**src/rtl/dcache_data_read_sched_if.sv**
```systemverilog
// rtl/dcache_data_read_sched_if.sv - requester, issue-stage and boost signals of the dcache data read scheduler
interface dcache_data_read_sched_if #(
  parameter int ADDR_W = 12,
  parameter int WAYS   = 8
);
  logic              in0_valid;
  logic              in0_ready;
  logic [WAYS-1:0]   in0_way_en;
  logic [ADDR_W-1:0] in0_addr;

  logic              in1_valid;
  logic              in1_ready;
  logic [WAYS-1:0]   in1_way_en;
  logic [ADDR_W-1:0] in1_addr;

  logic              in2_valid;
  logic              in2_ready;
  logic [ADDR_W-1:0] in2_addr_0;
  logic [ADDR_W-1:0] in2_addr_1;
  logic              in2_valid_0;
  logic              in2_valid_1;

  logic              out_valid;
  logic              out_ready;
  logic [WAYS-1:0]   out_way_en_0;
  logic [WAYS-1:0]   out_way_en_1;
  logic [ADDR_W-1:0] out_addr_0;
  logic [ADDR_W-1:0] out_addr_1;
  logic              out_valid_0;
  logic              out_valid_1;
  logic [1:0]        out_src;
  logic              starve_boost;

  // Requesters and the data array sit on the master side.
  modport master (
    output in0_valid, in0_way_en, in0_addr,
    output in1_valid, in1_way_en, in1_addr,
    output in2_valid, in2_addr_0, in2_addr_1, in2_valid_0, in2_valid_1,
    output out_ready,
    input  in0_ready, in1_ready, in2_ready,
    input  out_valid, out_way_en_0, out_way_en_1, out_addr_0, out_addr_1,
    input  out_valid_0, out_valid_1, out_src, starve_boost
  );

  modport slave (
    input  in0_valid, in0_way_en, in0_addr,
    input  in1_valid, in1_way_en, in1_addr,
    input  in2_valid, in2_addr_0, in2_addr_1, in2_valid_0, in2_valid_1,
    input  out_ready,
    output in0_ready, in1_ready, in2_ready,
    output out_valid, out_way_en_0, out_way_en_1, out_addr_0, out_addr_1,
    output out_valid_0, out_valid_1, out_src, starve_boost
  );
endinterface

```
**src/rtl/dcache_data_read_sched.sv**
```systemverilog
// rtl/dcache_data_read_sched.sv - fixed-priority read-port scheduler with anti-starvation and bank-conflict split
module dcache_data_read_sched #(
  parameter int ADDR_W       = 12,
  parameter int WAYS         = 8,
  parameter int NBANKS       = 4,
  parameter int BANK_LSB     = 3,
  parameter int STARVE_LIMIT = 15
) (
  input logic                    clock,
  input logic                    reset,
  dcache_data_read_sched_if.slave bus
);
  localparam int BANK_W = $clog2(NBANKS);
  localparam int CNT_W  = $clog2(STARVE_LIMIT + 1);
  localparam logic [CNT_W-1:0] CNT_MAX = CNT_W'(STARVE_LIMIT);
  localparam logic [WAYS-1:0]  ALL_WAYS = {WAYS{1'b1}};

  typedef enum logic {IDLE, SPLIT} state_t;

  state_t            state_q, state_d;
  logic [CNT_W-1:0]  cnt_q, cnt_d;

  logic              out_valid_q;
  logic [1:0]        out_src_q;
  logic              out_v0_q, out_v1_q;
  logic [ADDR_W-1:0] out_a0_q, out_a1_q;
  logic [WAYS-1:0]   out_w0_q, out_w1_q;

  logic              nxt_valid;
  logic [1:0]        nxt_src;
  logic              nxt_v0, nxt_v1;
  logic [ADDR_W-1:0] nxt_a0, nxt_a1;
  logic [WAYS-1:0]   nxt_w0, nxt_w1;

  logic              load;
  logic              boost;
  logic              conflict;
  logic              pick0, pick1, pick2;
  logic              ready0, ready1, ready2;

  assign load  = !out_valid_q | bus.out_ready;
  assign boost = (cnt_q == CNT_MAX);

  // Distinct addresses in the same bank cannot be read in one array access.
  assign conflict = bus.in2_valid_0 & bus.in2_valid_1 &
                    (bus.in2_addr_0[BANK_LSB +: BANK_W] == bus.in2_addr_1[BANK_LSB +: BANK_W]) &
                    (bus.in2_addr_0 != bus.in2_addr_1);

  always_comb begin
    pick0 = 1'b0;
    pick1 = 1'b0;
    pick2 = 1'b0;
    if (state_q == SPLIT) begin
      pick2 = 1'b1;
    end else if (boost && bus.in2_valid) begin
      pick2 = 1'b1;
    end else if (bus.in0_valid) begin
      pick0 = 1'b1;
    end else if (bus.in1_valid) begin
      pick1 = 1'b1;
    end else if (bus.in2_valid) begin
      pick2 = 1'b1;
    end
  end

  always_comb begin
    state_d   = state_q;
    cnt_d     = cnt_q;
    ready0    = 1'b0;
    ready1    = 1'b0;
    ready2    = 1'b0;
    nxt_valid = 1'b0;
    nxt_src   = 2'd0;
    nxt_v0    = 1'b0;
    nxt_v1    = 1'b0;
    nxt_a0    = '0;
    nxt_a1    = '0;
    nxt_w0    = '0;
    nxt_w1    = '0;

    if (pick0) begin
      ready0    = load;
      nxt_valid = 1'b1;
      nxt_src   = 2'd0;
      nxt_v0    = 1'b1;
      nxt_a0    = bus.in0_addr;
      nxt_w0    = bus.in0_way_en;
    end else if (pick1) begin
      ready1    = load;
      nxt_valid = 1'b1;
      nxt_src   = 2'd1;
      nxt_v0    = 1'b1;
      nxt_a0    = bus.in1_addr;
      nxt_w0    = bus.in1_way_en;
    end else if (pick2) begin
      nxt_src = 2'd2;
      if (state_q == SPLIT) begin
        // Second half: lane 1 keeps its own lane position.
        ready2    = load;
        nxt_valid = 1'b1;
        nxt_v1    = 1'b1;
        nxt_a1    = bus.in2_addr_1;
        nxt_w1    = ALL_WAYS;
        if (load) state_d = IDLE;
      end else if (conflict) begin
        nxt_valid = 1'b1;
        nxt_v0    = 1'b1;
        nxt_a0    = bus.in2_addr_0;
        nxt_w0    = ALL_WAYS;
        if (load) state_d = SPLIT;
      end else begin
        ready2    = load;
        nxt_valid = bus.in2_valid_0 | bus.in2_valid_1;
        nxt_v0    = bus.in2_valid_0;
        nxt_v1    = bus.in2_valid_1;
        nxt_a0    = bus.in2_valid_0 ? bus.in2_addr_0 : '0;
        nxt_a1    = bus.in2_valid_1 ? bus.in2_addr_1 : '0;
        nxt_w0    = bus.in2_valid_0 ? ALL_WAYS : '0;
        nxt_w1    = bus.in2_valid_1 ? ALL_WAYS : '0;
      end
    end

    // Stalled cycles (load = 0) also count as passing requester 2 over.
    if (!bus.in2_valid || (pick2 && load)) begin
      cnt_d = '0;
    end else if (cnt_q != CNT_MAX) begin
      cnt_d = cnt_q + 1'b1;
    end
  end

  always_ff @(posedge clock or negedge reset) begin
    if (!reset) begin
      state_q <= IDLE;
      cnt_q   <= '0;
    end else begin
      state_q <= state_d;
      cnt_q   <= cnt_d;
    end
  end

  always_ff @(posedge clock or negedge reset) begin
    if (!reset) begin
      out_valid_q <= 1'b0;
      out_src_q   <= 2'd0;
      out_v0_q    <= 1'b0;
      out_v1_q    <= 1'b0;
      out_a0_q    <= '0;
      out_a1_q    <= '0;
      out_w0_q    <= '0;
      out_w1_q    <= '0;
    end else if (load) begin
      out_valid_q <= nxt_valid;
      out_src_q   <= nxt_src;
      out_v0_q    <= nxt_v0;
      out_v1_q    <= nxt_v1;
      out_a0_q    <= nxt_a0;
      out_a1_q    <= nxt_a1;
      out_w0_q    <= nxt_w0;
      out_w1_q    <= nxt_w1;
    end
  end

  assign bus.in0_ready    = ready0;
  assign bus.in1_ready    = ready1;
  assign bus.in2_ready    = ready2;
  assign bus.out_valid    = out_valid_q;
  assign bus.out_src      = out_src_q;
  assign bus.out_valid_0  = out_v0_q;
  assign bus.out_valid_1  = out_v1_q;
  assign bus.out_addr_0   = out_a0_q;
  assign bus.out_addr_1   = out_a1_q;
  assign bus.out_way_en_0 = out_w0_q;
  assign bus.out_way_en_1 = out_w1_q;
  assign bus.starve_boost = boost;
endmodule

```
**src/flat_wrapper.sv**
```systemverilog
// flat-port wrapper written by rule: the top's interface ports become plain ports
module dcache_data_read_sched_flat 
#(
  parameter int ADDR_W       = 12,
  parameter int WAYS         = 8,
  parameter int NBANKS       = 4,
  parameter int BANK_LSB     = 3,
  parameter int STARVE_LIMIT = 15
)
  (clock, reset, bus_in0_valid, bus_in0_way_en, bus_in0_addr, bus_in1_valid, bus_in1_way_en, bus_in1_addr, bus_in2_valid, bus_in2_addr_0, bus_in2_addr_1, bus_in2_valid_0, bus_in2_valid_1, bus_out_ready, bus_in0_ready, bus_in1_ready, bus_in2_ready, bus_out_valid, bus_out_way_en_0, bus_out_way_en_1, bus_out_addr_0, bus_out_addr_1, bus_out_valid_0, bus_out_valid_1, bus_out_src, bus_starve_boost);
  dcache_data_read_sched_if #(.ADDR_W(ADDR_W), .WAYS(WAYS)) bus_i ();
  input logic clock;
  input logic reset;
  input wire logic [$bits(bus_i.in0_valid)-1:0] bus_in0_valid;
  input wire logic [$bits(bus_i.in0_way_en)-1:0] bus_in0_way_en;
  input wire logic [$bits(bus_i.in0_addr)-1:0] bus_in0_addr;
  input wire logic [$bits(bus_i.in1_valid)-1:0] bus_in1_valid;
  input wire logic [$bits(bus_i.in1_way_en)-1:0] bus_in1_way_en;
  input wire logic [$bits(bus_i.in1_addr)-1:0] bus_in1_addr;
  input wire logic [$bits(bus_i.in2_valid)-1:0] bus_in2_valid;
  input wire logic [$bits(bus_i.in2_addr_0)-1:0] bus_in2_addr_0;
  input wire logic [$bits(bus_i.in2_addr_1)-1:0] bus_in2_addr_1;
  input wire logic [$bits(bus_i.in2_valid_0)-1:0] bus_in2_valid_0;
  input wire logic [$bits(bus_i.in2_valid_1)-1:0] bus_in2_valid_1;
  input wire logic [$bits(bus_i.out_ready)-1:0] bus_out_ready;
  output wire logic [$bits(bus_i.in0_ready)-1:0] bus_in0_ready;
  output wire logic [$bits(bus_i.in1_ready)-1:0] bus_in1_ready;
  output wire logic [$bits(bus_i.in2_ready)-1:0] bus_in2_ready;
  output wire logic [$bits(bus_i.out_valid)-1:0] bus_out_valid;
  output wire logic [$bits(bus_i.out_way_en_0)-1:0] bus_out_way_en_0;
  output wire logic [$bits(bus_i.out_way_en_1)-1:0] bus_out_way_en_1;
  output wire logic [$bits(bus_i.out_addr_0)-1:0] bus_out_addr_0;
  output wire logic [$bits(bus_i.out_addr_1)-1:0] bus_out_addr_1;
  output wire logic [$bits(bus_i.out_valid_0)-1:0] bus_out_valid_0;
  output wire logic [$bits(bus_i.out_valid_1)-1:0] bus_out_valid_1;
  output wire logic [$bits(bus_i.out_src)-1:0] bus_out_src;
  output wire logic [$bits(bus_i.starve_boost)-1:0] bus_starve_boost;
  assign bus_i.in0_valid = bus_in0_valid;
  assign bus_i.in0_way_en = bus_in0_way_en;
  assign bus_i.in0_addr = bus_in0_addr;
  assign bus_i.in1_valid = bus_in1_valid;
  assign bus_i.in1_way_en = bus_in1_way_en;
  assign bus_i.in1_addr = bus_in1_addr;
  assign bus_i.in2_valid = bus_in2_valid;
  assign bus_i.in2_addr_0 = bus_in2_addr_0;
  assign bus_i.in2_addr_1 = bus_in2_addr_1;
  assign bus_i.in2_valid_0 = bus_in2_valid_0;
  assign bus_i.in2_valid_1 = bus_in2_valid_1;
  assign bus_i.out_ready = bus_out_ready;
  assign bus_in0_ready = bus_i.in0_ready;
  assign bus_in1_ready = bus_i.in1_ready;
  assign bus_in2_ready = bus_i.in2_ready;
  assign bus_out_valid = bus_i.out_valid;
  assign bus_out_way_en_0 = bus_i.out_way_en_0;
  assign bus_out_way_en_1 = bus_i.out_way_en_1;
  assign bus_out_addr_0 = bus_i.out_addr_0;
  assign bus_out_addr_1 = bus_i.out_addr_1;
  assign bus_out_valid_0 = bus_i.out_valid_0;
  assign bus_out_valid_1 = bus_i.out_valid_1;
  assign bus_out_src = bus_i.out_src;
  assign bus_starve_boost = bus_i.starve_boost;
  dcache_data_read_sched #(.ADDR_W(ADDR_W), .WAYS(WAYS), .NBANKS(NBANKS), .BANK_LSB(BANK_LSB), .STARVE_LIMIT(STARVE_LIMIT)) u_core (.clock(clock), .reset(reset), .bus(bus_i));
endmodule
```
**config.mk**
```make
export PLATFORM = sky130hd
export DESIGN_NAME = dcache_data_read_sched_flat
export DESIGN_NICKNAME = d
export VERILOG_FILES = /design/src/rtl/dcache_data_read_sched_if.sv /design/src/rtl/dcache_data_read_sched.sv /design/src/flat_wrapper.sv
export SDC_FILE = /design/constraint.sdc
export NUM_CORES = 1
export LEC_CHECK = 0
export BUFFER_PORTS_ARGS = -buffer_cell sky130_fd_sc_hd__buf_2
export CAP_MARGIN = 25
export CORE_MARGIN = 10
export CORE_UTILIZATION = 41
export DETAILED_ROUTE_END_ITERATION = 8
export PLACE_DENSITY = 0.76
export SYNTH_ARGS = -nofsm -noshare
export SYNTH_HDL_FRONTEND = slang
export SYNTH_SLANG_ARGS = --single-unit
export TNS_END_PERCENT = 100
```
**constraint.sdc**
```tcl
create_clock -name clock -period 1.6 [get_ports clock]
set_input_delay 0.08 -clock clock [delete_from_list [all_inputs] [get_ports clock]]
set_output_delay 0.08 -clock clock [all_outputs]
set_load 0.005 [all_outputs]
```
# After elaboration in Yosys (flattened, before gate mapping)
# Cells that the tools add are included.
[word_totals] input_bits=72 word_cells=97 out_inout_bits=49 reg_bits=50
[classes] mux=68 n_addsub=1 reduce_logical=7 n_eq_ne=4 bitwise=7
[op_table] operator="$mux 12" count=12
[op_table] operator="$mux 8" count=12
[op_table] operator="$mux 1" count=39
[op_table] operator="$ne 12x12->1" count=1
[op_table] operator="$mux 4" count=2
[op_table] operator="$mux 2" count=3
[op_table] operator="$add 4x1->4 const B" count=1
[op_table] operator="$eq 4x4->1 const B" count=1
[op_table] operator="$ne 4x4->1 const B" count=1
[op_table] operator="$and 1x1->1" count=3
[op_table] operator="$reduce_and 3->1" count=1
[op_table] operator="$eq 2x2->1" count=1
[op_table] operator="$logic_and 1x1->1" count=2
[op_table] operator="$logic_not 1->1" count=2
[op_table] operator="$not 1->1" count=2
[op_table] operator="$or 1x1->1" count=2
[op_table] operator="$reduce_bool 2->1" count=1
[op_table] operator="$logic_or 1x1->1" count=1

# Depth between registers and ports, before layout
# Gate-level depths: netlist (run 1).
[depth] depth_word=8 ltp_mapped=8 mapped_depth_nobuf=6

# Worst setup path after synthesis (run 1)
# Ideal clock, no wire load.
[synth_path] kind="flip-flop to flip-flop" startpoint="register u_core.cnt_q[0]" endpoint="register u_core.out_a1_q[10], in the netlist u_core.bus.out_addr_1[10]" period_less_slack_ns=1.783 slack_ns=-0.183 t_arrival_ns=1.656 stages_incl_launch_ff=9 setup_ns=0.126 path_buffers=2 required_time_ns=1.474 path_cell_list="dfrtp_1 ha_1 nand3_2 inv_2 o311a_1 buf_6 buf_6 a32oi_1 o21ai_1"
[synth_between] elab_chain_len=7 word_cells_on_any_way=11 cone_classes="eq/ne (1); mux (9); reduce/logical (1)"
[synth_rtl] item="start, declared" line="dcache_data_read_sched.sv:21" source="logic [CNT_W-1:0] cnt_q, cnt_d;"
[synth_rtl] item="start signal, assigned" line="dcache_data_read_sched.sv:137" source="cnt_q <= cnt_d;"
[synth_rtl] item="$eq 4x4->1 (*)" line="dcache_data_read_sched.sv:42" source="assign boost = (cnt_q == CNT_MAX);"
[synth_rtl] item="named net bus_starve_boost" line="flat_wrapper.sv:37" source="output wire logic [$bits(bus_i.starve_boost)-1:0] bus_starve_boost;"
[synth_rtl] item="$logic_and 1x1->1 (*)" line="dcache_data_read_sched.sv:55" source="end else if (boost && bus.in2_valid) begin"
[synth_rtl] item="$mux 1" line="dcache_data_read_sched.sv:55"
[synth_rtl] item="$mux 1" line="dcache_data_read_sched.sv:53" source="if (state_q == SPLIT) begin"
[synth_rtl] item="$mux 12" line="dcache_data_read_sched.sv:95" source="end else if (pick2) begin"
[synth_rtl] item="$mux 12" line="dcache_data_read_sched.sv:88" source="end else if (pick1) begin"
[synth_rtl] item="$mux 12 (*)" line="dcache_data_read_sched.sv:81" source="if (pick0) begin"
[synth_rtl] item="end signal, assigned" line="dcache_data_read_sched.sv:157" source="out_a1_q <= nxt_a1;"
[synth_rtl] item="end, declared" line="dcache_data_read_sched.sv:26" source="logic [ADDR_W-1:0] out_a0_q, out_a1_q;"
# Mark *: on every way through the listed nets, which the timed path passes. The rest lies on a longest branch.
# A chain may end at the register's enable or synchronous reset.

# Worst setup path after layout (run 1)
[layout_path] startpoint="register u_core.cnt_q[0]" endpoint="register u_core.out_w0_q[7], in the netlist u_core.bus.out_way_en_0[7]"
[layout_between] elab_chain_len=7 word_cells_on_any_way=11 cone_classes="eq/ne (1); mux (9); reduce/logical (1)"
[layout_rtl] item="$eq 4x4->1 (*)" line="dcache_data_read_sched.sv:42"
[layout_rtl] item="$logic_and 1x1->1 (*)" line="dcache_data_read_sched.sv:55"
[layout_rtl] item="$mux 1" line="dcache_data_read_sched.sv:55"
[layout_rtl] item="$mux 1" line="dcache_data_read_sched.sv:53"
[layout_rtl] item="$mux 8" line="dcache_data_read_sched.sv:95"
[layout_rtl] item="$mux 8" line="dcache_data_read_sched.sv:88"
[layout_rtl] item="$mux 8 (*)" line="dcache_data_read_sched.sv:81"
[layout_rtl] item="end signal, assigned" line="dcache_data_read_sched.sv:158" source="out_w0_q <= nxt_w0;"
[layout_rtl] item="end, declared" line="dcache_data_read_sched.sv:27" source="logic [WAYS-1:0] out_w0_q, out_w1_q;"
# Mark *: on every way between the ends. The rest lies on a longest branch, timed or not.

==> impl_metrics.json, run 1 <==
{
  "hold_depth": 3,
  "gr-usage-all-layers_pct": 18.35,
  "hp-class": "in -> reg",
  "top_usage_layer": "met2",
  "synth_compound_area_share_pct": 29.65,
  "fin_skew_ns": 0.007295,
  "synth_seq_area_share_pct": 44.00,
  "start_kind": "flip-flop",
  "cts.htree.levels": 2,
  "path_cells": "ha_4 -> nand3_4 -> inv_4 -> buf_6 -> o211ai_1 -> buf_4 -> buf_8 -> a31oi_1",
  "drive_gt1_share_pct": 55.01,
  "syn_area_per_cell_um2": 9.441,
  "met1_usage_pct": 24.00,
  "gr-usage-met2_pct": 28.53,
  "fp.dieH_um": 96.33,
  "setup_violations": 37,
  "clockBufferDepth": 2,
  "critPathSlowestCell": "dfrtp_1",
  "end_kind": "flip-flop",
  "holdWs_ns": 0.02985,
  "cts_tree": "yes",
  "num_rows": 27,
  "die_width_um": 96.33,
  "period_share_pct": 111.7,
  "ios": 121,
  "grt_pass1_wl_um": 13420,
  "synth_fp_nets": 326,
  "async_flop_share_pct": 100.0,
  "r2r-end": "u_core.bus.out_way_en_0[7]",
  "synth_cell_types": 40,
  "synthAdderAreaFrac_pct": 0.5238,
  "status": "finished, violations left",
  "muxShareOfSynthArea_pct": 0,
  "avgRoutedWirePerCell_um": 20.19,
  "reg2regPathDepth": 8,
  "max_freq_mhz": 559.4,
  "gp_congestion": 0.9253,
  "slew_violations": 0,
  "holdCritStartpoint": "bus_in2_addr_1[7]",
  "hold_viol_final": 0,
  "violations": "setup timing",
  "min_period_ns": 1.788,
  "cts_buffers": 5,
  "grt_pass1_vias": 2593,
  "setup_ws_ns": -0.1877,
  "via_per_inst": 5.466,
  "rsz0062_at_grt": "true",
  "drtIter0Drc": 146,
  "final_cell_mix": "buf_2, dfrtp_1, nand2_1, buf_4",
  "nFillCells": 427,
  "min_to": "u_core.bus.out_addr_1[7]",
  "ir_drop_mv": 0.4629,
  "synth-edff-count": 0,
  "power.total_mw": 2.811,
  "coreArea_um2": 5574,
  "grt_start_max_net_pins": 34,
  "worstMarginPinSlew_ns": 0.6895,
  "post-route-drc-count": 0,
  "yosys.area_share.simple_pct": 11.05,
  "antenna_cells": 0,
  "final_area_um2": 3774,
  "post-route-util_pct": 67.70,
  "synth_top_family_by_area": "compound AO/OA/AOI/OAI gates",
  "nets": 461,
  "final_common_cell": "buf_2",
  "vias": 2520,
  "finalWirelength_um": 9308,
  "reg2reg_slack_ns": -0.19,
  "relSlewSlack_pct": 53.83,
  "synth_xor_xnor_area_share_pct": 4.767,
  "preCtsSetupSlack_ns": -0.1039,
  "cp_slowest_stage_delay_ns": 0.42,
  "grtUsageMet3_pct": 5.759,
  "powerDensity_nw_per_um2": 744.8,
  "clkSinkCount": 42,
  "cts.clk_slew.worst_paths_ns": 0.09,
  "cp_data_required_time_ns": 1.77,
  "dpl_cell_area_um2": 3109,
  "synth_warnings": 0,
  "io_buffers": 120,
  "dp_hpwl_um": 6449,
  "leakagePower_nw": 1.795,
  "clkLatencyLatePin_ns": 0.30,
  "ys.flop_type": "dfrtp_1",
  "path_class": "reg -> reg",
  "maxCapViolCount": 0,
  "initial_core_util_pct": 42.85,
  "r2r_start": "u_core.cnt_q[0]",
  "cp_max_fo": 8,
  "clock-root-buffer": "clkbuf_8",
  "grt_antenna_before_repair": 0,
  "drt_pre_antenna_iters": 4,
  "syn_to_final_growth_pct": 57.99,
  "critical_path_arrival_ns": 1.96,
  "design.die.area_um2": 9279,
  "synthCells": 253,
  "grt_overflow_total": 0,
  "syn_area_um2": 2389,
  "ys_seq_elements": 42,
  "antenna_left": 0
}
[power breakdown]
group	switching, mW	internal (mW)
logic	0.404	0.421
clock network	0.401	0.348
registers	0.0715	1.17
total	0.876	1.93
[cell usage after synthesis (all sizes together) (2+ instances only)]
cell type / n / area [µm²]
xnor2: 3 / 26.28
o221ai: 12 / 105.1
a21oi: 17 / 88.84
buf: 16 / 125.1
nor2: 16 / 60.06
o221a: 12 / 135.1
nor4: 2 / 12.51
dfrtp: 42 / 1051
a32oi: 12 / 105.1
nand2: 24 / 90.09
a21o: 2 / 15.01
o21ai: 15 / 75.07
nor2b: 3 / 18.77
nand3: 4 / 30.03
xor2: 10 / 87.58
inv: 17 / 63.81
clkbuf: 13 / 50.04
a211oi: 2 / 15.01
a22o: 8 / 70.07
a31oi: 9 / 56.30
nor3: 2 / 10.01
[layout make-up]
type	instances	area (µm²)	area share [%]
Clock inverter	2	12.51	0.3316
Sequential cell	42	1052	27.88
Inverter	17	66.31	1.757
Multi-Input combinational cell	165	1431	37.93
Clock buffer	6	82.58	2.188
Timing Repair Buffer	157	1039	27.52
Tap cell	72	90.09	2.387
[repair_timing]
item / CTS / global route
gates resized for setup: 30 / 41
buffers inserted: 11 / 3
setup endpoints to repair: 29 / 39
hold endpoints to repair: 19 / 0
pin swaps: 8 / 22
hold buffers: 1 / 0
gates cloned: 3 / 1
[sequential cells by signal, indices dropped and copies added (netlist names)]
name	cells
u_core.bus.out_way_en_1	1
u_core.bus.out_src	2
u_core.bus.out_addr_0	12
u_core.bus.out_way_en_0	8
u_core.state_q	1
u_core.cnt_q	4
u_core.bus.out_valid	1
u_core.bus.out_valid_0	1
u_core.bus.out_addr_1	12
[cells by family (layout without fill, tap and decap cells)]
family	after synthesis	after routing
buf+inv	46	182
xor+xnor	13	13
flops	42	42
compound gates	94	94
fa+ha+maj	1	1
simple gates	57	57
[routing by layer]
| layer | up-vias | wire length [µm] |
|---|---|---|
| met5 | - | 0 |
| met4 | 0 | 86 |
| met3 | 6 | 670 |
| met2 | 97 | 4687 |
| met1 | 1220 | 3864 |
| li1 | 1197 | - |
[worst max-delay path by stage]
| stage | slack, ns | depth (start not counted) | end | start |
|---|---|---|---|---|
| 5_1_grt | -0.24 | 8 | u_core.bus.out_way_en_0[1] | u_core.cnt_q[1] |
| 2_1_floorplan | -0.05 | 8 | u_core.bus.out_addr_1[10] | u_core.cnt_q[0] |
| 3_5_place_dp | -0.10 | 7 | u_core.bus.out_addr_0[10] | u_core.cnt_q[1] |
| 6_report | -0.19 | 8 | u_core.bus.out_way_en_0[7] | u_core.cnt_q[0] |
| 3_3_place_gp | -0.04 | 7 | u_core.bus.out_addr_0[10] | u_core.cnt_q[1] |
| 4_1_cts | -0.18 | 8 | bus_in1_ready | u_core.cnt_q[0] |
[worst max-delay path, delay by kind of cell (launching register included)]
family / cells / cell delay, ns
adder cells (fa/ha/maj): 1 / 0.19
AND/OR/NAND/NOR: 1 / 0.09
flip-flops: 1 / 0.42
AO/OA/AOI/OAI: 2 / 0.37
buffers and inverters: 4 / 0.59
[through the flow]
step                std cells  setup TNS, ns
detailed placement        434         -1.393
global placement          434        -0.5115
global route              461         -7.430
CTS                       457         -3.171
finish                    461         -5.383
floorplan                 253        -0.3383
No activity file was read; power rests on OpenSTA's default activity.
==> run 2, diff against run 1 <==
--- a/config.mk
+++ b/config.mk
@@ -8,9 +8,11 @@
 export BUFFER_PORTS_ARGS = -buffer_cell sky130_fd_sc_hd__buf_2
 export CAP_MARGIN = 25
 export CORE_MARGIN = 10
-export CORE_UTILIZATION = 41
+export CORE_UTILIZATION = 43
+export CTS_BUF_LIST = sky130_fd_sc_hd__clkbuf_2
+export CTS_CLUSTER_DIAMETER = 50
 export DETAILED_ROUTE_END_ITERATION = 8
-export PLACE_DENSITY = 0.76
+export PLACE_DENSITY = 0.79
 export SYNTH_ARGS = -nofsm -noshare
 export SYNTH_HDL_FRONTEND = slang
 export SYNTH_SLANG_ARGS = --single-unit
==> run 2 against run 1 <==
  * The flow still finishes with violations (setup timing)
  * First-iteration DRC count shrank 13%
  * Clock power shrank 14%
  * Routed wire length grew 2.3%
  * Largest cell class unchanged
==> impl_metrics.json, run 2 (synthesis gave the netlist of run 1 again) <==
{
  "design.die.area_um2": 8936,
  "violations": "setup timing",
  "pwr-share-seq_pct": 44.9,
  "powerDensity_nw_per_um2": 709.6,
  "clockBufferDepth": 2,
  "drive_gt1_share_pct": 49.15,
  "crit_start": "u_core.state_q",
  "clock-root-buffer": "clkbuf_2",
  "clkSinkCount": 42,
  "cts.clk_slew.worst_paths_ns": 0.22,
  "met1_usage_pct": 24.40,
  "p_comb_share_pct": 31.8,
  "crit_buf_inv": 3,
  "final_common_cell": "buf_2",
  "finalSetupTns_ns": -6.196,
  "maxCapViolCount": 0,
  "relSlewSlack_pct": 55.26,
  "nFillCells": 377,
  "hold_viol_final": 0,
  "min_period_ns": 1.975,
  "critPathTopFamily": "flip-flops",
  "post-route-drc-count": 0,
  "end_kind": "output pin",
  "drtIter0Drc": 127,
  "final_area_um2": 3902,
  "cp_data_required_time_ns": 1.52,
  "cp_max_fo": 15,
  "coreArea_um2": 5439,
  "rsz0062_at_grt": "true",
  "clkLatencyLatePin_ns": 0.42,
  "sw_frac_of_total_pct": 31.47,
  "leakagePower_nw": 1.851,
  "fp.dieH_um": 94.53,
  "hp-class": "in -> reg",
  "syn_to_final_growth_pct": 63.38,
  "dpl_cell_area_um2": 3112,
  "setup_ws_ns": -0.3746,
  "internal-power_mw": 1.898,
  "critPathSlowestCell": "dfrtp_1",
  "grt_pass1_wl_um": 14070,
  "grt_start_max_net_pins": 27,
  "fin_skew_ns": 0.02840,
  "grtUsageMet3_pct": 5.789,
  "grt_overflow_total": 0,
  "grt_antenna_before_repair": 0,
  "avgRoutedWirePerCell_um": 19.71,
  "top_usage_layer": "met2",
  "holdCritStartpoint": "bus_in2_addr_0[4]",
  "die_width_um": 94.53,
  "switching_power_mw": 0.8714,
  "finalWirelength_um": 9522,
  "num_rows": 27,
  "status": "finished, violations left",
  "gr-usage-met2_pct": 32.09,
  "antenna_left": 0,
  "cts_buffers": 5,
  "regArea_um2": 1051,
  "worstMarginPinSlew_ns": 0.6697,
  "ios": 121,
  "period_share_pct": 123.4,
  "final_cell_mix": "buf_2, dfrtp_1, dlygate4sd3_1, nand2_1, buf_4",
  "cts.htree.levels": 2,
  "start_kind": "flip-flop",
  "drt_pre_antenna_iters": 4,
  "cp_slowest_stage_delay_ns": 0.54,
  "path_cells": "nor2b_1 -> nand4_1 -> buf_4 -> inv_1 -> a211oi_2 -> buf_2",
  "grt_pass1_vias": 2703,
  "clkPwrFrac_pct": 23.3,
  "gp_congestion": 0.8527,
  "r2r_start": "u_core.cnt_q[1]",
  "multiInputGateArea_um2": 1438,
  "dp_hpwl_um": 6435,
  "cts_tree": "yes",
  "ir_drop_mv": 0.3926,
  "via_per_inst": 5.685,
  "initial_core_util_pct": 43.92,
  "setup_violations": 38,
  "nets": 483,
  "io_buffers": 120,
  "slew_violations": 0,
  "antenna_cells": 0,
  "gr-usage-all-layers_pct": 19.65,
  "path_class": "reg -> out",
  "vias": 2746,
  "max_freq_mhz": 506.4,
  "critical_path_arrival_ns": 1.89
}
[run 2: cell count changes in the layout (fill, tap and decap cells not counted), sizes merged]
cell | before | now
buf | 155 | 150
o311a | 1 | 2
clkbuf | 7 | 6
clkinv | 1 | 0
dlygate4sd3 | 1 | 28
bufinv | 0 | 1
[run 2: power groups by stage]
stage	sequential [mW]	combinational [mW]	clock, mW
after floorplan	1.26	0.308	0
after global placement	1.24	0.631	0
after detailed placement	1.25	0.646	0
after CTS	1.24	0.809	0.654
after global routing	1.26	0.954	0.708
final	1.24	0.882	0.645
[run 2: repair_timing]
item,4_1_cts,5_1_grt
setup buffers,6,3
setup endpoints to repair,29,41
resized for setup,45,24
hold buffers,28,0
gates cloned,3,1
pin swaps,17,5
hold endpoints to repair,68,0
[run 2: tightest hold or removal path, delay by kind of cell]
kind / cells / cell delay [ns]
AOI/OAI and AO/OA: 2 / 0.23
buffers and inverters: 2 / 0.18
[run 2: per-stage QoR]
stage / total power, mW / worst slack, ns / cells / hold slack (ns) / utilization, %
2_1_floorplan: 1.564 / -0.05226 / 253 / -0.2156 / -
3_3_place_gp: 1.876 / -0.03399 / 436 / 0.07894 / 57.21
3_5_place_dp: 1.896 / -0.08525 / 436 / 0.08188 / 57.21
4_1_cts: 2.702 / -0.3559 / 480 / 0.05926 / 68.81
5_1_grt: 2.917 / -0.4728 / 483 / 0.04547 / 71.75
6_report: 2.769 / -0.3746 / 483 / 0.07675 / 71.75
[run 2: metal layers]
layer | part of all wire [%] | vias up
met2 | 50 | 128
met4 | 2.0 | 0
li1 | - | 1261
met5 | 0 | -
met3 | 8.8 | 19
met1 | 39 | 1338
[run 2: worst paths after layout]
path / end / slack (ns) / cells after the start
setup reg to reg: u_core.bus.out_addr_0[9] / -0.30 / 11
hold / removal: u_core.bus.out_addr_0[4] / 0.08 / 4
max in group asynchronous: u_core.bus.out_src[0] / 0.96 / 3
min in group asynchronous: u_core.bus.out_addr_1[2] / 0.12 / 2
hold reg to reg: u_core.bus.out_src[0] / 0.50 / 1
setup / recovery: bus_in2_ready / -0.37 / 6
[run 2: cell type report]
class / count / share of cell area [%]
flip-flops and latches: 42 / 26.93
repair buffers: 178 / 30.49
well taps: 72 / 2.308
clock inverters: 2 / 0.9618
inverters: 17 / 1.699
multi-input cells: 166 / 36.84
clock buffers: 6 / 0.7695
==> run 3, diff against run 2 <==
--- a/config.mk
+++ b/config.mk
@@ -5,6 +5,7 @@
 export SDC_FILE = /design/constraint.sdc
 export NUM_CORES = 1
 export LEC_CHECK = 0
+export ABC_AREA = 1
 export BUFFER_PORTS_ARGS = -buffer_cell sky130_fd_sc_hd__buf_2
 export CAP_MARGIN = 25
 export CORE_MARGIN = 10
@@ -12,6 +13,7 @@
 export CTS_BUF_LIST = sky130_fd_sc_hd__clkbuf_2
 export CTS_CLUSTER_DIAMETER = 50
 export DETAILED_ROUTE_END_ITERATION = 8
+export GPL_ROUTABILITY_DRIVEN = 1
 export PLACE_DENSITY = 0.79
 export SYNTH_ARGS = -nofsm -noshare
 export SYNTH_HDL_FRONTEND = slang
==> constraint.sdc (replaced) <==
create_clock -name clock -period 1.6 [get_ports clock]
set_input_delay 0.24 -clock clock [delete_from_list [all_inputs] [get_ports clock]]
set_output_delay 0.24 -clock clock [all_outputs]
set_load 0.005 [all_outputs]
==> run 3 against run 2 <==
  * Setup slack worse by 0.041 ns
  * Critical endpoint is now bus_in1_ready
  * Combinational power is 140% higher
  * Die area is 1.6% higher
  * Critical path type unchanged
  * Via count is 5.8% lower
  * Final cell count is 14% higher
  * Area after synthesis is 2.0% higher
  * The flow still finishes with violations (setup timing)
  * Critical path depth is 3 higher
  * Global-route usage is 2.5 points lower
  * Non-clock buffer count is 29 lower
  * Utilization is 12 points lower
==> impl_metrics.json, run 3 <==
{
  "path_cells": "ha_2 -> nand3_2 -> buf_4 -> buf_4 -> inv_4 -> nand2_4 -> nand2_2 -> nor2_1 -> buf_2",
  "gr-usage-all-layers_pct": 17.12,
  "die_width_um": 95.29,
  "coreArea_um2": 5507,
  "dpl_cell_area_um2": 3067,
  "grtUsageMet3_pct": 5.185,
  "gr-usage-met2_pct": 29.89,
  "synth_common_cells": "nand2_1, nor2_1, dfrtp_1, inv_1",
  "antenna_left": 0,
  "muxShareOfSynthArea_pct": 0,
  "reg2regPathDepth": 9,
  "synth_area_leaders": "dfrtp_1, nand2_1, nor2_1",
  "path_class": "reg -> out",
  "rsz0062_at_grt": "true",
  "yosys.area_share.simple_pct": 33.78,
  "period_share_pct": 126.0,
  "post-route-drc-count": 0,
  "internal-power_mw": 2.576,
  "cp_num_cells": 9,
  "met1_usage_pct": 19.76,
  "violations": "setup timing",
  "reg2reg_slack_ns": -0.33,
  "min_period_ns": 2.016,
  "syn_to_final_growth_pct": 35.06,
  "cp_common_cell": "buf_4",
  "r2r_start": "u_core.cnt_q[0]",
  "ys_seq_elements": 42,
  "setup_violations": 29,
  "syn_area_per_cell_um2": 7.085,
  "hp-class": "in -> reg",
  "initial_core_util_pct": 44.26,
  "cp_slowest_stage_delay_ns": 0.42,
  "sw_frac_of_total_pct": 40.33,
  "leakagePower_nw": 2.018,
  "clockBufferDepth": 2,
  "ir_drop_mv": 0.6385,
  "syn_area_um2": 2437,
  "critPathTopFamily": "buffers and inverters",
  "place_inst": 527,
  "crit_buf_inv": 4,
  "regArea_um2": 1051,
  "yosysMostFrequentCell": "nand2_1",
  "finalWirelength_um": 8029,
  "synth_compound_area_share_pct": 8.368,
  "slew_violations": 0,
  "crit_end": "bus_in1_ready",
  "synth-edff-count": 0,
  "worstMarginPinSlew_ns": 0.8559,
  "clkLatencyLatePin_ns": 0.42,
  "synth_seq_area_share_pct": 43.12,
  "final_common_cell": "nand2_1",
  "fp.dieH_um": 95.29,
  "end_kind": "output pin",
  "clkSinkCount": 42,
  "cts.htree.levels": 2,
  "synth_fp_nets": 417,
  "drt_pre_antenna_iters": 6,
  "async_flop_share_pct": 100.0,
  "num_rows": 27,
  "cts.clk_slew.worst_paths_ns": 0.23,
  "relSlewSlack_pct": 42.88,
  "synth_warnings": 0,
  "critical_path_arrival_ns": 1.78,
  "nFillCells": 519,
  "grt_pass1_vias": 2625,
  "finalSetupTns_ns": -7.170,
  "power.total_mw": 4.317,
  "clkPwrFrac_pct": 10.6,
  "status": "finished, violations left",
  "hold_viol_final": 0,
  "r2r-end": "u_core.bus.out_addr_0[11]",
  "final_area_um2": 3292,
  "drive_gt1_share_pct": 36.33,
  "post-route-util_pct": 59.78,
  "synth_cell_types": 27,
  "final_cell_mix": "nand2_1, buf_2, nor2_1, dfrtp_1, inv_1",
  "io_buffers": 120,
  "grt_overflow_total": 0,
  "gp_congestion": 0.8348,
  "synth_top_family_by_area": "simple AND/OR/NAND/NOR gates",
  "switching_power_mw": 1.741,
  "fin_cells": 551,
  "grt_antenna_before_repair": 0,
  "grt_pass1_wl_um": 12520,
  "via_per_inst": 4.697,
  "top_usage_layer": "met2",
  "cp_max_fo": 3,
  "p_comb_share_pct": 50.0,
  "yosysTopAreaCell": "dfrtp_1",
  "powerDensity_nw_per_um2": 1311,
  "cts_buffers": 5,
  "max_freq_mhz": 496.1,
  "nets": 551,
  "synthAdderAreaFrac_pct": 0.5133,
  "synth_top_area_share_pct": 43.12,
  "setup_ws_ns": -0.4159,
  "ios": 121,
  "drtIter0Drc": 113,
  "maxCapViolCount": 0,
  "grt_start_max_net_pins": 31,
  "pwr-share-seq_pct": 39.4,
  "dp_hpwl_um": 6112,
  "start_kind": "flip-flop",
  "avgRoutedWirePerCell_um": 14.57,
  "critPathSlowestCell": "dfrtp_1",
  "ys.flop_type": "dfrtp_1",
  "cp_data_required_time_ns": 1.36,
  "vias": 2588,
  "multiInputGateArea_um2": 1105,
  "synthCells": 344,
  "synth_xor_xnor_area_share_pct": 1.078,
  "crit_start": "u_core.cnt_q[0]",
  "fin_skew_ns": 0.03421,
  "clock-root-buffer": "clkbuf_2",
  "design.die.area_um2": 9079,
  "cts_tree": "yes",
  "antenna_cells": 0
}
run 3: how the worst min path moves through the flow:
stage	cells past startpoint	slack, ns	from	endpoint
6_report	3	0.05	bus_in2_addr_1[10]	u_core.bus.out_addr_1[10]
5_1_grt	3	0.02	bus_in0_way_en[0]	u_core.bus.out_way_en_0[0]
4_1_cts	3	0.04	bus_in2_addr_1[10]	u_core.bus.out_addr_1[10]
3_5_place_dp	1	0.24	reset	u_core.cnt_q[2]
3_3_place_gp	1	0.23	reset	u_core.cnt_q[2]
2_1_floorplan	0	-0.06	reset	u_core.bus.out_addr_0[0]
run 3: area by class of cell:
type	count	area share [%]
multi-input cells	241	33.56
repair buffers	149	25.92
inverters	39	4.599
clock inverters	3	0.4941
well taps	72	2.737
flip-flops and latches	42	31.93
clock buffers	5	0.7602
run 3: metal layers:
metal  share of wire (%)  wire length [µm]
met3                 9.2               735
met2                  51              4081
met1                  39              3117
met5                   0                 0
met4                 1.2                94
run 3: power by group through the flow:
stage	logic [mW]	clock network, mW	registers [mW]
2_1_floorplan	1.11	0	1.77
3_3_place_gp	1.88	0	1.70
3_5_place_dp	1.91	0	1.73
4_1_cts	2.14	0.470	1.70
5_1_grt	2.42	0.512	1.76
6_report	2.16	0.457	1.70
run 3: cell families (layout without fill, tap and decap cells):
family | Yosys count | count (layout)
AND/OR/NAND/NOR | 202 | 202
buffers and inverters | 61 | 196
flip-flops | 42 | 42
AO/OA/AOI/OAI | 35 | 35
XOR/XNOR | 3 | 3
adder cells (fa/ha/maj) | 1 | 1
run 3: what timing repair did:
action	CTS	global route
hold buffers	1	0
cloned	0	0
endpoints found under the hold margin	20	0
resized for setup	6	12
setup endpoints to repair	24	42
pin swaps	4	1
setup buffers	13	4
run 3: stage by stage:
| step | setup WS (ns) | hold WS (ns) |
|---|---|---|
| 2_1_floorplan | 0.1344 | -0.05559 |
| 4_1_cts | -0.3545 | 0.03901 |
| 3_3_place_gp | -0.1848 | 0.2290 |
| 5_1_grt | -0.4904 | 0.01763 |
| 3_5_place_dp | -0.2911 | 0.2412 |
| 6_report | -0.4159 | 0.04747 |
run 3: worst reg2reg max path: stages (launching register included):
cell and delay [ns]:
dfrtp_1 0.42, ha_2 0.19, nand3_2 0.08, nor2_2 0.11, nor2_2 0.05, nor2_2 0.64, nand2_1 0.13, nand2_1 0.10
o21ai_1 0.06, nand2_1 0.07
